--- config.mk ---
export PLATFORM = sky130hd
export DESIGN_NAME = fwb_slave
export DESIGN_NICKNAME = d
export VERILOG_FILES = /design/src/rtl/fwb_slave.sv
export SDC_FILE = /design/constraint.sdc
export NUM_CORES = 1
export LEC_CHECK = 0
export CAP_MARGIN = 10
export CORE_ASPECT_RATIO = 0.6
export CORE_UTILIZATION = 45
export CTS_CLUSTER_DIAMETER = 120
export DETAILED_ROUTE_END_ITERATION = 10
export PLACE_DENSITY = 0.84
export SYNTH_ARGS = -nofsm -noshare
export SYNTH_HDL_FRONTEND = slang
export SYNTH_SLANG_ARGS = --single-unit
--- constraint.sdc ---
create_clock -name i_clk -period 5.85 [get_ports i_clk]
set_input_delay 0.8775 -clock i_clk [delete_from_list [all_inputs] [get_ports i_clk]]
set_output_delay 0.8775 -clock i_clk [all_outputs]
set_load 0.05 [all_outputs]
--- src/rtl/fwb_slave.sv ---
// Wishbone pipelined-slave protocol checker: tracks request/ack counts and
// raises sticky fault flags for illegal master (bits 0-3) or slave (bits 4-7) behaviour.
module fwb_slave #(
  parameter int AW              = 32,
  parameter int DW              = 32,
  parameter int F_LGDEPTH       = 4,
  parameter int F_MAX_STALL     = 0,
  parameter int F_MAX_ACK_DELAY = 0,
  parameter int F_MAX_REQUESTS  = 0
) (
  input  logic                 i_clk,
  input  logic                 i_reset,
  input  logic                 i_wb_cyc,
  input  logic                 i_wb_stb,
  input  logic                 i_wb_we,
  input  logic [AW-1:0]        i_wb_addr,
  input  logic [DW-1:0]        i_wb_data,
  input  logic [DW/8-1:0]      i_wb_sel,
  input  logic                 i_wb_ack,
  input  logic                 i_wb_stall,
  input  logic [DW-1:0]        i_wb_idata,
  input  logic                 i_wb_err,
  output logic [F_LGDEPTH-1:0] f_nreqs,
  output logic [F_LGDEPTH-1:0] f_nacks,
  output logic [F_LGDEPTH-1:0] f_outstanding,
  output logic [7:0]           f_fault
);

  localparam int REQ_LIMIT = (F_MAX_REQUESTS == 0) ? (2**F_LGDEPTH - 2) : F_MAX_REQUESTS;
  localparam int SW        = $clog2(F_MAX_STALL + 2);
  localparam int DLW       = $clog2(F_MAX_ACK_DELAY + 2);

  logic            accepted, response, waiting;
  logic            past_reset, prev_cyc, prev_stb, prev_stall, prev_err;
  logic            prev_we, stb_seen, cyc_we;
  logic [AW-1:0]   prev_addr;
  logic [DW-1:0]   prev_data;
  logic [DW/8-1:0] prev_sel;
  logic [SW-1:0]   stall_cnt;
  logic [DLW-1:0]  ack_cnt;
  logic [7:0]      viol;
  logic            unused_idata;

  assign accepted      = i_wb_stb && !i_wb_stall;
  assign response      = i_wb_ack || i_wb_err;
  assign f_outstanding = i_wb_cyc ? (f_nreqs - f_nacks) : '0;
  assign waiting       = i_wb_cyc && !response && (f_outstanding != '0);
  assign unused_idata  = ^i_wb_idata;

  // Bus-cycle transaction counters; an error aborts the whole cycle.
  always_ff @(posedge i_clk) begin
    if (i_reset || !i_wb_cyc || i_wb_err) begin
      f_nreqs <= '0;
      f_nacks <= '0;
    end else begin
      f_nreqs <= f_nreqs + {{(F_LGDEPTH-1){1'b0}}, accepted};
      f_nacks <= f_nacks + {{(F_LGDEPTH-1){1'b0}}, response};
    end
  end

  always_ff @(posedge i_clk) begin
    past_reset <= i_reset;
    if (i_reset) begin
      prev_cyc   <= 1'b0;
      prev_stb   <= 1'b0;
      prev_stall <= 1'b0;
      prev_err   <= 1'b0;
    end else begin
      prev_cyc   <= i_wb_cyc;
      prev_stb   <= i_wb_stb;
      prev_stall <= i_wb_stall;
      prev_err   <= i_wb_err;
    end
  end

  always_ff @(posedge i_clk) begin
    prev_we   <= i_wb_we;
    prev_addr <= i_wb_addr;
    prev_data <= i_wb_data;
    prev_sel  <= i_wb_sel;
    if (i_wb_stb)
      cyc_we <= i_wb_we;
  end

  // stb_seen marks that cyc_we holds the direction of this bus cycle.
  always_ff @(posedge i_clk) begin
    if (i_reset || !i_wb_cyc)
      stb_seen <= 1'b0;
    else if (i_wb_stb)
      stb_seen <= 1'b1;
  end

  // Both timers saturate at their limit so they cannot wrap past it.
  always_ff @(posedge i_clk) begin
    if (i_reset || !i_wb_cyc || !i_wb_stb || !i_wb_stall)
      stall_cnt <= '0;
    else if (stall_cnt != SW'(F_MAX_STALL))
      stall_cnt <= stall_cnt + SW'(1);

    if (i_reset || !waiting)
      ack_cnt <= '0;
    else if (ack_cnt != DLW'(F_MAX_ACK_DELAY))
      ack_cnt <= ack_cnt + DLW'(1);
  end

  always_comb begin
    viol = '0;
    if (past_reset && (i_wb_cyc || i_wb_stb))
      viol[0] = 1'b1;
    if (i_wb_stb && !i_wb_cyc)
      viol[0] = 1'b1;
    if (prev_cyc && prev_stb && prev_stall && i_wb_cyc
        && (!i_wb_stb || (i_wb_we != prev_we) || (i_wb_addr != prev_addr)
            || (i_wb_data != prev_data) || (i_wb_sel != prev_sel)))
      viol[1] = 1'b1;
    if (i_wb_cyc && i_wb_stb && stb_seen && (i_wb_we != cyc_we))
      viol[2] = 1'b1;
    if (i_wb_cyc && accepted && (f_nreqs >= F_LGDEPTH'(REQ_LIMIT)))
      viol[3] = 1'b1;
    if (prev_err && prev_cyc && i_wb_cyc)
      viol[3] = 1'b1;
    if ((response && !prev_cyc) || (i_wb_ack && i_wb_err))
      viol[4] = 1'b1;
    if (response && (f_outstanding == '0))
      viol[5] = 1'b1;
    if ((F_MAX_STALL != 0) && i_wb_cyc && i_wb_stb && i_wb_stall
        && (stall_cnt == SW'(F_MAX_STALL)))
      viol[6] = 1'b1;
    if ((F_MAX_ACK_DELAY != 0) && waiting && (ack_cnt == DLW'(F_MAX_ACK_DELAY)))
      viol[7] = 1'b1;
  end

  always_ff @(posedge i_clk) begin
    if (i_reset)
      f_fault <= 8'h00;
    else
      f_fault <= f_fault | viol;
  end

`ifdef FORMAL
  always_comb begin
    if (!i_reset) begin
      assume (viol[3:0] == 4'h0);
      assert (viol[7:4] == 4'h0);
      assert (f_nacks <= f_nreqs);
    end
  end
`endif

endmodule

==> insert_results.sql <==
INSERT INTO impl_metrics (metric_group, metric, value, unit) VALUES
('timing', 'final.period_utilization', '0.601', ''),
('clock_network', 'clock_slew_at_reported_path_ffs', '60', 'ps'),
('power_and_ir_drop', 'total_power_divided_by_cell_area', '304', 'nW/µm²'),
('clock_network', 'buffer_count_from_post_cts_setup_fixing', '0', ''),
('yosys', 'main_combinational_cell_family_by_area_after_synthesis', 'XOR/XNOR gates', ''),
('timing', 'final_period_minus_worst_setup_slack', '3510', 'ps'),
('finish', 'seq_area', '1810', 'µm²'),
('global_routing', 'via_count_of_the_first_global_routing_pass', '2288', ''),
('clock_network', 'cts_hold_buffers_added', '0', ''),
('routing', 'route.vias.total', '2161', ''),
('critical_path', 'critPathLaunchType', 'primary input', ''),
('critical_path', 'kind_of_capture_point_of_the_worst_setup_path', 'output pin', ''),
('die', 'width_of_the_chip', '109', 'µm'),
('clock_network', 'tritoncts_clock_tree', 'done', ''),
('placement', 'place.detailed.instances', '445', ''),
('placement', 'place_worst_setup_slack', '2360', 'ps'),
('finish', 'finalCoreUtilization', '0.691', ''),
('yosys', 'syn_inst', '271', ''),
('finish', 'fillerInstances', '490', ''),
('critical_path', 'crit_type', 'primary input to output pin', ''),
('power_and_ir_drop', 'power.leakage', '1.76', 'nW'),
('routing', 'route.detailed.drc', '0', ''),
('clock_network', 'cts-buffers-inserted', '9', ''),
('die', 'floorplan.io_pins', '128', ''),
('timing', 'fin_skew', '3.70', 'ps'),
('global_routing', 'globalRoute.totalOverflow', '0', ''),
('yosys', 'synth.top_cell.area_share', '0.576', ''),
('global_routing', 'number_of_antenna_violations_at_the_first_check_in_global_routing', '0', ''),
('clock_network', 'cts_buffer_depth', '2', ''),
('timing', 'finalHoldViolCount', '0', ''),
('yosys', 'sequential_area_share_after_synthesis', '0.586', ''),
('yosys', 'compound_gate_portion_of_the_synthesized_area', '0.0696', ''),
('yosys', 'synth-edff-count', '1', ''),
('run_status', 'outcome', 'finished clean', ''),
('placement', 'finalWeightedCongestion', '0.849', ''),
('die', 'die_span_y', '66.2', 'µm'),
('yosys', 'synth.lib_cells_used.distinct', '36', ''),
('clock_network', 'cts_sinks', '90', ''),
('timing', 'slew_headroom', '0.658', ''),
('routing', 'dr.first_iter.drc_count', '76', ''),
('timing', 'setup_total_negative_slack', '0', 'ps'),
('hold_path', 'class_of_the_tightest_hold_or_removal_check', 'register to register', ''),
('power_and_ir_drop', 'total_power', '1.34', 'mW'),
('yosys', 'yosys-mux-area-fraction', '0', ''),
('yosys', 'yosys.area.top_type', 'sky130_fd_sc_hd__dfxtp_1', ''),
('critical_path', 'worst_ep_required_time', '4970', 'ps'),
('yosys', 'avgSynthCellArea', '11.4', 'µm²'),
('yosys', 'yosys_warnings', '0', ''),
('global_routing', 'global_route_wire_length_before_repair', '10500', 'µm'),
('global_routing', 'track_usage', '0.195', ''),
('global_routing', 'grt_start_max_net_pins', '14', ''),
('routing', 'totalWireLength', '6520', 'µm'),
('timing', 'setup_slack', '2340', 'ps'),
('finish', 'fin_area', '4390', 'µm²'),
('die', 'core_area', '6360', 'µm²'),
('yosys', 'ys_ff_latch', '90', ''),
('timing', 'grt_setup_unrepaired', 'no', ''),
('timing', 'max_slew.worst_pin.slew', '511', 'ps'),
('routing', 'detail_route.vias_per_cell', '4.69', ''),
('die', 'fp-row-count', '22', ''),
('finish', 'area_growth_syn_to_layout', '42.0', '%'),
('finish', 'final_layout_size_suffix_gt1_frac', '0.0398', ''),
('clock_network', 'clock_latency', '330', 'ps'),
('placement', 'port_buffers', '93', ''),
('routing', 'detail_route.wl_per_cell', '14.1', 'µm'),
('routing', 'drt-pass1-iter-count', '4', ''),
('yosys', 'postSynth.asyncResetShare', '0', ''),
('placement', 'area_of_placed_instances', '4110', 'µm²'),
('yosys', 'yosys-top-cells-area', 'sky130_fd_sc_hd__dfxtp_1 (58%), sky130_fd_sc_hd__xor2_1 (11%), sky130_fd_sc_hd__xnor2_1 (5.7%), sky130_fd_sc_hd__ha_1 (2.8%), sky130_fd_sc_hd__inv_1 (2.8%)', ''),
('die', 'dieArea', '7220', 'µm²'),
('yosys', 'synth_flop_cell', 'sky130_fd_sc_hd__dfxtp_1', '');
-- registers in the layout, indices dropped and copies added (netlist names) --
register and cells:
cyc_we 1, prev_sel 4, prev_cyc 1, prev_err 1, prev_addr 32, stb_seen 1
prev_stall 1, f_nacks 4, prev_we 1, f_nreqs 4, prev_stb 1, prev_data 32
past_reset 1, f_fault 6
-- kinds of logic (layout without fill, tap and decap cells) --
group / after synthesis / after routing
flops: 90 / 90
xor+xnor: 58 / 58
simple gates: 58 / 58
compound gates: 29 / 29
buf+inv: 27 / 132
fa+ha+maj: 8 / 8
other cells: 1 / 2
-- critical path: stages --
cell and delay (ps):
sky130_fd_sc_hd__clkdlybuf4s50_1 710, sky130_fd_sc_hd__nor2b_1 220, sky130_fd_sc_hd__clkdlybuf4s50_1 820
-- per-layer routing --
metal	routed length (µm)	global-route usage
met5	0	0
met4	57	0.0557
met3	410	0.0709
met2	2920	0.318
met1	3120	0.242
-- layout make-up --
type                    instances  area share
flip-flops and latches         90       0.412
multi-input cells             155       0.268
repair buffers                 93       0.212
clock buffers                  14      0.0624
well taps                      84      0.0239
inverters                      23      0.0196
clock inverters                 2     0.00228
-- cell usage after synthesis, types with 2 or more instances --
master                      count
sky130_fd_sc_hd__o2bb2ai_1      3
sky130_fd_sc_hd__a211oi_1       2
sky130_fd_sc_hd__dfxtp_1       89
sky130_fd_sc_hd__nor4_1        11
sky130_fd_sc_hd__a21oi_1        3
sky130_fd_sc_hd__nand4_1        8
sky130_fd_sc_hd__a221oi_1       5
sky130_fd_sc_hd__nand3_1        3
sky130_fd_sc_hd__and2_1         6
sky130_fd_sc_hd__a41oi_1        2
sky130_fd_sc_hd__ha_1           7
sky130_fd_sc_hd__nand2b_1       5
sky130_fd_sc_hd__nor2_1         9
sky130_fd_sc_hd__buf_4          2
sky130_fd_sc_hd__o22ai_1        8
sky130_fd_sc_hd__inv_1         23
sky130_fd_sc_hd__xor2_1        38
sky130_fd_sc_hd__nor2b_1        9
sky130_fd_sc_hd__xnor2_1       20
sky130_fd_sc_hd__nand2_1        2
-- cell usage in the layout (no fill, tap or decap), drive strengths merged --
cell,instances
clkinv,2
dfxtp,89
nor3,1
o2111ai,1
ha,7
clkdlybuf4s50,93
conb,2
nor2b,9
nor4b,1
o21ba,1
o2bb2ai,3
nand4,8
fa,1
clkbuf,14
nand3,3
nor2,9
edfxtp,1
a21oi,3
nand2b,5
o22ai,8
nand2,2
a41oi,2
nor4,11
xnor2,20
xor2,38
o21a,1
a221oi,5
or4,1
inv,23
a31oi,1
a211oi,2
a22oi,1
nand3b,1
a21o,1
and2,7
-- worst paths after layout --
kind / slack [ps] / end / cells past startpoint / from
worst max-delay path: 2340 / f_outstanding[0] / 3 / i_wb_cyc
worst min-delay path: 480 / stb_seen$_SDFFE_PP0P_ / 1 / stb_seen$_SDFFE_PP0P_
worst max register to register: 3700 / f_fault[5]$_SDFF_PP0_ / 8 / f_nacks[0]$_SDFF_PP0_
worst min register to register: 480 / stb_seen$_SDFFE_PP0P_ / 1 / stb_seen$_SDFFE_PP0P_
-- power by group --
| part | switching, mW | leakage (nW) | internal [mW] | total, mW |
|---|---|---|---|---|
| clock network | 0.214 | 0.143 | 0.321 | 0.535 |
| registers | 0.0140 | 0.756 | 0.645 | 0.659 |
| logic | 0.0620 | 0.862 | 0.0813 | 0.143 |
Note: power is estimated with default switching activity, not from simulation.
